`config.mk`:
```
export PLATFORM = sky130hd
export DESIGN_NAME = muldiv_unit
export DESIGN_NICKNAME = d
export VERILOG_FILES = /design/src/rtl/muldiv_unit.sv
export SDC_FILE = /design/constraint.sdc
export NUM_CORES = 1
export LEC_CHECK = 0
export CORE_UTILIZATION = 58
export CTS_CLUSTER_SIZE = 25
export DETAILED_ROUTE_END_ITERATION = 6
export PLACE_DENSITY = 0.76
export SLEW_MARGIN = 20
export SYNTH_ARGS = -nofsm -noshare
export SYNTH_HDL_FRONTEND = slang
export SYNTH_SLANG_ARGS = --single-unit
```
`constraint.sdc`:
```
create_clock -name clk -period 5.1 [get_ports clk]
set_clock_uncertainty 0.05 [all_clocks]
set_input_delay 1.02 -clock clk [delete_from_list [all_inputs] [get_ports clk]]
set_output_delay 1.02 -clock clk [all_outputs]
set_load 0.02 [all_outputs]
```
`src/rtl/muldiv_unit.sv`:
```
// Iterative RISC-V M-extension multiply/divide unit: shift-add multiply and
// restoring divide, one bit per cycle, with sign fix-up in a single final cycle.
package alu_op_pkg;
    localparam logic [4:0] OP_ADD    = 5'h00;
    localparam logic [4:0] OP_SUB    = 5'h01;
    localparam logic [4:0] OP_AND    = 5'h02;
    localparam logic [4:0] OP_OR     = 5'h03;
    localparam logic [4:0] OP_XOR    = 5'h04;
    localparam logic [4:0] OP_MUL    = 5'h10;
    localparam logic [4:0] OP_MULH   = 5'h11;
    localparam logic [4:0] OP_MULHSU = 5'h12;
    localparam logic [4:0] OP_MULHU  = 5'h13;
    localparam logic [4:0] OP_DIV    = 5'h14;
    localparam logic [4:0] OP_DIVU   = 5'h15;
    localparam logic [4:0] OP_REM    = 5'h16;
    localparam logic [4:0] OP_REMU   = 5'h17;
endpackage

module muldiv_unit
    import alu_op_pkg::*;
#(
    parameter int XLEN = 32
) (
    input  logic            clk,
    input  logic            rst_n,
    input  logic            start,
    input  logic [4:0]      op,
    input  logic [XLEN-1:0] a,
    input  logic [XLEN-1:0] b,
    input  logic            flush,
    output logic            busy,
    output logic            done,
    output logic [XLEN-1:0] result
);
    typedef enum logic [1:0] {S_IDLE, S_CALC, S_FIX, S_DONE} state_e;

    localparam int CW = $clog2(XLEN + 1);
    localparam logic [CW-1:0]   CNT_LAST = CW'(XLEN - 1);
    localparam logic [XLEN-1:0] MIN_NEG  = {1'b1, {(XLEN-1){1'b0}}};

    state_e              state_q, state_d;
    logic [CW-1:0]       cnt_q, cnt_d;
    logic [4:0]          op_q, op_d;
    logic [XLEN-1:0]     a_q, a_d;
    logic [XLEN-1:0]     opb_q, opb_d;
    logic [2*XLEN-1:0]   work_q, work_d;
    logic                a_neg_q, a_neg_d, b_neg_q, b_neg_d;
    logic                b_zero_q, b_zero_d, ovf_q, ovf_d;
    logic [XLEN-1:0]     result_q, result_d;

    logic                op_valid, a_signed, b_signed, a_neg_in, b_neg_in, is_div;
    logic [XLEN:0]       mul_sum, div_diff;
    logic [2*XLEN-1:0]   mul_next, div_next, prod_fix;
    logic [XLEN-1:0]     quot, rem, fix_val;

    assign op_valid = op inside {OP_MUL, OP_MULH, OP_MULHSU, OP_MULHU,
                                 OP_DIV, OP_DIVU, OP_REM, OP_REMU};
    assign a_signed = op inside {OP_MULH, OP_MULHSU, OP_DIV, OP_REM};
    assign b_signed = op inside {OP_MULH, OP_DIV, OP_REM};
    assign a_neg_in = a_signed && a[XLEN-1];
    assign b_neg_in = b_signed && b[XLEN-1];
    assign is_div   = op_q inside {OP_DIV, OP_DIVU, OP_REM, OP_REMU};

    // Multiply: low half of work holds the multiplier, shifted out LSB first.
    assign mul_sum  = {1'b0, work_q[2*XLEN-1:XLEN]} + (work_q[0] ? {1'b0, opb_q} : {(XLEN+1){1'b0}});
    assign mul_next = {mul_sum, work_q[XLEN-1:1]};

    // Divide: {remainder, dividend/quotient} shifts left; quotient bits enter at the LSB.
    assign div_diff = work_q[2*XLEN-1:XLEN-1] - {1'b0, opb_q};
    assign div_next = div_diff[XLEN] ? {work_q[2*XLEN-2:0], 1'b0}
                                     : {div_diff[XLEN-1:0], work_q[XLEN-2:0], 1'b1};

    assign prod_fix = (a_neg_q ^ b_neg_q) ? -work_q : work_q;
    assign quot     = work_q[XLEN-1:0];
    assign rem      = work_q[2*XLEN-1:XLEN];

    always_comb begin
        fix_val = '0;
        case (op_q)
            OP_MUL:                       fix_val = prod_fix[XLEN-1:0];
            OP_MULH, OP_MULHSU, OP_MULHU: fix_val = prod_fix[2*XLEN-1:XLEN];
            OP_DIV, OP_DIVU: begin
                if (b_zero_q)               fix_val = '1;
                else if (ovf_q)             fix_val = a_q;
                else if (a_neg_q ^ b_neg_q) fix_val = -quot;
                else                        fix_val = quot;
            end
            OP_REM, OP_REMU: begin
                if (b_zero_q)     fix_val = a_q;
                else if (ovf_q)   fix_val = '0;
                else if (a_neg_q) fix_val = -rem;
                else              fix_val = rem;
            end
            default:              fix_val = '0;
        endcase
    end

    always_comb begin
        state_d  = state_q;
        cnt_d    = cnt_q;
        op_d     = op_q;
        a_d      = a_q;
        opb_d    = opb_q;
        work_d   = work_q;
        a_neg_d  = a_neg_q;
        b_neg_d  = b_neg_q;
        b_zero_d = b_zero_q;
        ovf_d    = ovf_q;
        result_d = result_q;
        case (state_q)
            S_IDLE: begin
                if (!flush && start && op_valid) begin
                    state_d  = S_CALC;
                    cnt_d    = '0;
                    op_d     = op;
                    a_d      = a;
                    a_neg_d  = a_neg_in;
                    b_neg_d  = b_neg_in;
                    opb_d    = b_neg_in ? -b : b;
                    work_d   = {{XLEN{1'b0}}, (a_neg_in ? -a : a)};
                    b_zero_d = (b == '0);
                    ovf_d    = (op == OP_DIV || op == OP_REM) && (a == MIN_NEG) && (b == '1);
                end
            end
            S_CALC: begin
                if (flush) begin
                    state_d = S_IDLE;
                end else begin
                    work_d = is_div ? div_next : mul_next;
                    cnt_d  = cnt_q + 1'b1;
                    if (cnt_q == CNT_LAST) state_d = S_FIX;
                end
            end
            S_FIX: begin
                if (flush) begin
                    state_d = S_IDLE;
                end else begin
                    result_d = fix_val;
                    state_d  = S_DONE;
                end
            end
            S_DONE:  state_d = S_IDLE;
            default: state_d = S_IDLE;
        endcase
    end

    always_ff @(posedge clk or negedge rst_n) begin
        if (!rst_n) begin
            state_q  <= S_IDLE;
            cnt_q    <= '0;
            op_q     <= '0;
            a_q      <= '0;
            opb_q    <= '0;
            work_q   <= '0;
            a_neg_q  <= 1'b0;
            b_neg_q  <= 1'b0;
            b_zero_q <= 1'b0;
            ovf_q    <= 1'b0;
            result_q <= '0;
        end else begin
            state_q  <= state_d;
            cnt_q    <= cnt_d;
            op_q     <= op_d;
            a_q      <= a_d;
            opb_q    <= opb_d;
            work_q   <= work_d;
            a_neg_q  <= a_neg_d;
            b_neg_q  <= b_neg_d;
            b_zero_q <= b_zero_d;
            ovf_q    <= ovf_d;
            result_q <= result_d;
        end
    end

    assign busy   = (state_q != S_IDLE);
    assign done   = (state_q == S_DONE) && !flush;
    assign result = result_q;
endmodule

```
**Word level (Yosys, flattened, before mapping)**

Index checks and enable logic that the tools add are counted.

- Register bits: 177
- Output and inout bits: 34

- Bitwise operators: 2
- Eq/ne operators: 25
- Multiplexer cells: 24
- Add/sub/neg operators: 8
- Reduce and logical (&&, ||, !) cells: 24

Operators by type and width:

| cell | count |
|---|---|
| 64-bit 2-to-1 mux | 5 |
| 32-bit 2-to-1 mux | 9 |
| 32-bit negator | 4 |
| 32-bit one-hot mux with 4 select lines | 1 |
| 64-bit one-hot mux with 2 select lines | 1 |
| 5-bit == test, second input constant | 16 |
| 32-bit == test, second input constant | 2 |
| 64-bit negator | 1 |
| 32-bit by 32-bit adder with 33-bit output | 1 |
| 33-bit by 32-bit subtractor with 33-bit output | 1 |
| 32-bit zero test | 1 |
| 6-bit 2-to-1 mux | 2 |
| 6-bit one-hot mux with 2 select lines | 1 |
| 2-bit 2-to-1 mux | 4 |
| 2-bit one-hot mux with 4 select lines | 1 |
| 4-bit nonzero test | 2 |
| 8-bit nonzero test | 1 |
| 1-bit logical AND | 7 |
| 6-bit by 1-bit adder with 6-bit output, second input constant | 1 |
| 6-bit by 5-bit == test with 1-bit output, second input constant | 1 |
| 2-bit AND reduction | 3 |
| 2-bit == test, second input constant | 2 |
| 2-bit inequality test, second input constant | 2 |
| 2-bit nonzero test | 2 |
| 11 further kinds | 12 |

**Depth between registers and ports, before layout**

- Depth after elaboration: 6
- Gate-level depth with buffers: 14
- Mapped depth without buffers: 14

**Worst setup path after synthesis**

Ideal clock, no wire load.

- Kind: register to register
- Start point: register work_q[0]
- End point: register work_q[60]
- Slack: 1535 ps
- Clock period less this slack: 3565 ps
- Arrival: 3389 ps
- Library setup time: 126 ps
- Path buffers: 1
- Stages on the path, launching flop included: 15
- Cells stage by stage: dfrtp_1 > inv_1 > clkbuf_1 > nor2_1 > ha_1 > a211oi_1 > nor2_1 > o41ai_1 > o31ai_1 > a311oi_1 > o31ai_1 > a41o_1 > a21oi_1 > xnor2_1 > a221o_1

- Word-level cells in the longest chain between the ends: 5

RTL lines:

| element | line | RTL |
|---|---|---|
| start: declaration | 46 | `logic [2*XLEN-1:0] work_q, work_d;` |
| start signal: assignment | 166 | `work_q <= work_d;` |
| 32-bit 2-to-1 mux | 65 | `assign mul_sum = {1'b0, work_q[2*XLEN-1:XLEN]} + (work_q[0] ? {1'b0, opb_q} : {(XLEN+1){1'b0}});` |
| 32-bit by 32-bit adder with 33-bit output | 65 |  |
| 64-bit 2-to-1 mux | 129 | `work_d = is_div ? div_next : mul_next;` |
| 64-bit 2-to-1 mux | 126 | `if (flush) begin` |
| 64-bit one-hot mux with 2 select lines | 110 | `case (state_q)` |

Every way passes these cells. The select of a mux whose other input is x is not followed.
A chain may end at the register's enable or synchronous reset.

**Worst setup path after layout**

- Start point: register work_q[56]
- End point: register work_q[61]

- Word-level cells in the longest chain between the ends: 5
- Elaborated cells between the ends (all ways): 6

RTL lines:

| element | line | RTL |
|---|---|---|
| 33-bit by 32-bit subtractor with 33-bit output | 69 | `assign div_diff = work_q[2*XLEN-1:XLEN-1] - {1'b0, opb_q};` |
| 64-bit 2-to-1 mux | 70 | `assign div_next = div_diff[XLEN] ? {work_q[2*XLEN-2:0], 1'b0}` |
| 64-bit 2-to-1 mux (*) | 129 |  |
| 64-bit 2-to-1 mux (*) | 126 |  |
| 64-bit one-hot mux with 2 select lines (*) | 110 |  |

Every way passes the cells marked *; elsewhere a longest branch is shown, timed or not. The select of a mux whose other input is x is not followed.

==> impl_results.md <==
- Outcome: finished, violations left
- Failing checks: DRC
- FF+latch count, synth: roughly 180
- Max Cap Viol: 0
- Later-pin clock latency in the skew report: approximately 450 ps
- Area growth syn-to-layout: 11.5%
- First-pass GRT wire length: slightly above 80 mm
- PD cells: roughly 530 mW/mm²
- Distinct cell type count after synthesis: a little under 80
- Post-synthesis instance area: roughly 0.016 mm²
- Cells after synthesis: approximately 2,100
- Die Span Y: about 170 µm
- Post-route setup TNS: 0 ps
- Sequential share of the synthesized area: 0.283
- Clock Path Buffers: 2
- Gr ovfl total: 0
- Crit path kind: reg -> reg
- Vias in the first global route: 14,900
- Critical path peak fanout: 23
- Row cnt: 59
- Area after detailed placement: 0.0168 mm²
- # resized after CTS: 0
- Period minus WS final: roughly 4200 ps
- Actual slew at the worst max-slew pin: approximately 1100 ps
- Synth Net Count: around 2,200
- Total GRT Usage: 0.371
- # H-tree levels: 4
- Final Hold Violating Endpoints: 0
- IO buf count: 106
- Initial core utilization: 0.596
- Starting DRT DRC Count: 1,962
- Final non-filler cell total: between 2,000 and 2,500
- Fraction of layout cells with a size suffix above 1: 0.0489
- Placed Cells: between 2,000 and 2,500
- Drc violations: 8
- Total Die Area: around 0.028 mm²
- Setup violations, final: 0
- Core area: 0.0262 mm²
- Leakage power: 7.45 nW
- Worst slew margin: 0.239
- Vias: about 16,000
- GPL Wtd Cong: between 0.9 and 1
- EDFF count, synth: 0
- Max IR drop VDD: roughly 0.28 mV
- Crit path DAT: between 4000 and 5000 ps
- Fillcell total: between 2,000 and 2,500
- # IOs: around 110
- Footprint of the multi-input gates: between 0.01 and 0.015 mm²
- Unrepaired setup endpoints after global routing: false
- DIE WIDTH: approximately 170 µm
- CTS hold repair buffers: 0
- Root buf cell: clkbuf_16
- Num CTS Buffers: 17
- Initial antenna violation count: 0
- Final instance area: 0.0174 mm²
- Worst setup EP type: flip-flop
- # Post-CTS Setup Buffers: 0
- Ys async rst share: 1.00
- Hold WC Path Type: in -> async
- Avg Inst Size Synth: 7.53 µm²
- Reg area: about 0.0044 mm²
- Critical Path RT: between 5000 and 6000 ps
- Antenna Nets Post-Route: 0
- Fin nets: 2,239
- Fin crit share: 0.830
- Antenna cell count: 0
- DP Wirelength: 37.7 mm
- Max-slew violations: 0
- DRT Pass-1 Iters: 7
- CTS tree: yes
- Via density: ~6.5
- Worst-path clk slew: ~80 ps
- CP Launch Type: flip-flop
- Predominant post-synthesis flop cell: dfrtp_1
- Routed WL per cell: 20.9 µm
- CTS Sinks: roughly 180
- Maximum number of pins on one net before global-route repair: around 110
- Ys Warns: 0
- Fmax: 236 MHz
- Post-Route WL: roughly 50 mm
==> layout by cell type (no fill, tap or decap), types with 29 or more instances in the layout <==
cell             netlist  layout
nand2_1              357     356
o21ai_0              229     229
dfrtp_1              177     177
nor2_1               150     148
a21oi_1              128     128
xnor2_1              111     110
clkdlybuf4s50_1        0     105
xor2_1                96      95
ha_1                  70      70
inv_1                 63      63
nand3_1               54      54
nand2b_1              36      36
buf_4                  4      33
a22oi_1               31      31
a21o_1                30      30
o31ai_1               29      29
==> cells in the mapped netlist, types with 12 or more instances <==
library cell	number	share of area
nor2_1	150	0.036
nand4_1	18	0.0072
nand2b_1	36	0.014
nor4_1	24	0.0096
o31ai_1	29	0.014
a31oi_1	17	0.0068
a21oi_1	128	0.041
or3_1	19	0.0076
nor3_1	27	0.0086
a22oi_1	31	0.015
o21ai_0	229	0.073
mux2i_1	21	0.013
a211oi_1	19	0.0091
xor2_1	96	0.054
nor2b_1	14	0.0056
a222oi_1	12	0.0077
dfrtp_1	177	0.28
xnor2_1	111	0.062
a21o_1	30	0.014
inv_1	63	0.015
o211ai_1	14	0.0067
o22ai_1	27	0.011
nand2_1	357	0.086
clkbuf_1	115	0.028
ha_1	70	0.056
nand3_1	54	0.017
a221o_1	13	0.0083
==> layer usage <==
metal,global-route usage,part of all wire,wire length [µm],vias up
li1,-,-,-,7422
met1,0.521,0.43,22000,7518
met2,0.575,0.44,22700,836
met3,0.0837,0.10,5250,102
met4,0.100,0.023,1150,0
met5,0,0,0,-
==> final cells by class <==
class                           count  area share
Tap cell                          335      0.0241
Clock inverter                     13     0.00761
Clock buffer                       19      0.0254
Timing Repair Buffer              140      0.0768
Sequential cell                   177       0.254
Multi-Input combinational cell   1695       0.598
Inverter                           63      0.0136
==> state kept, by name, indices dropped and copies added (netlist names) <==
register	flops
cnt_q	6
opb_q	32
op_q	5
a_neg_q	1
work_q	64
ovf_q	1
a_q	32
state_q	2
b_zero_q	1
b_neg_q	1
result	32
==> where the power goes <==
| group | internal (mW) | total, mW | switching [mW] | leakage, nW |
|---|---|---|---|---|
| logic | 2.21 | 5.51 | 3.30 | 4.86 |
| clock network | 0.667 | 1.35 | 0.678 | 0.281 |
| registers | 1.71 | 2.33 | 0.616 | 2.30 |
| total | 4.59 | 9.19 | 4.60 | 7.45 |
==> kinds of logic after synthesis <==
group	Yosys count	share of synthesized area
compound gates	640	0.257
xor+xnor	207	0.116
fa+ha+maj	72	0.0586
buf+inv	203	0.0521
flops	177	0.283
mux	23	0.0149
simple gates	753	0.218
==> critical path, cell delays in order, from the launching register on <==
cell	delay [ps]
dfrtp_1	550
ha_1	530
nand4_1	200
or2_0	300
or3_1	380
a211o_1	320
a32oi_1	350
mux2i_1	480
nand2_2	90
buf_4	260
o21ai_0	160
a21oi_1	130
a221o_1	310
==> metrics by stage <==
stage                     setup WS, ps  hold WS [ps]   util  power, mW
after floorplan                   1540           396      -       6.23
after global placement             858           401  0.642       7.56
after detailed placement           846           406  0.642       7.66
after CTS                          957           422  0.664       9.03
after global routing               651           410  0.665       9.84
final                              866           386  0.665       9.19
==> worst paths after layout <==
check,cells past startpoint,slack (ps),endpoint,from
setup / recovery,12,870,work_q[61],work_q[56]
max in group asynchronous,3,3380,result[23],rst_n
setup reg to reg,12,870,work_q[61],work_q[56]
min in group clk,2,420,result[21],result[21]
hold reg to reg,2,420,result[21],result[21]
hold / removal,1,390,work_q[43],rst_n
Power figures use the tool's default switching activity.
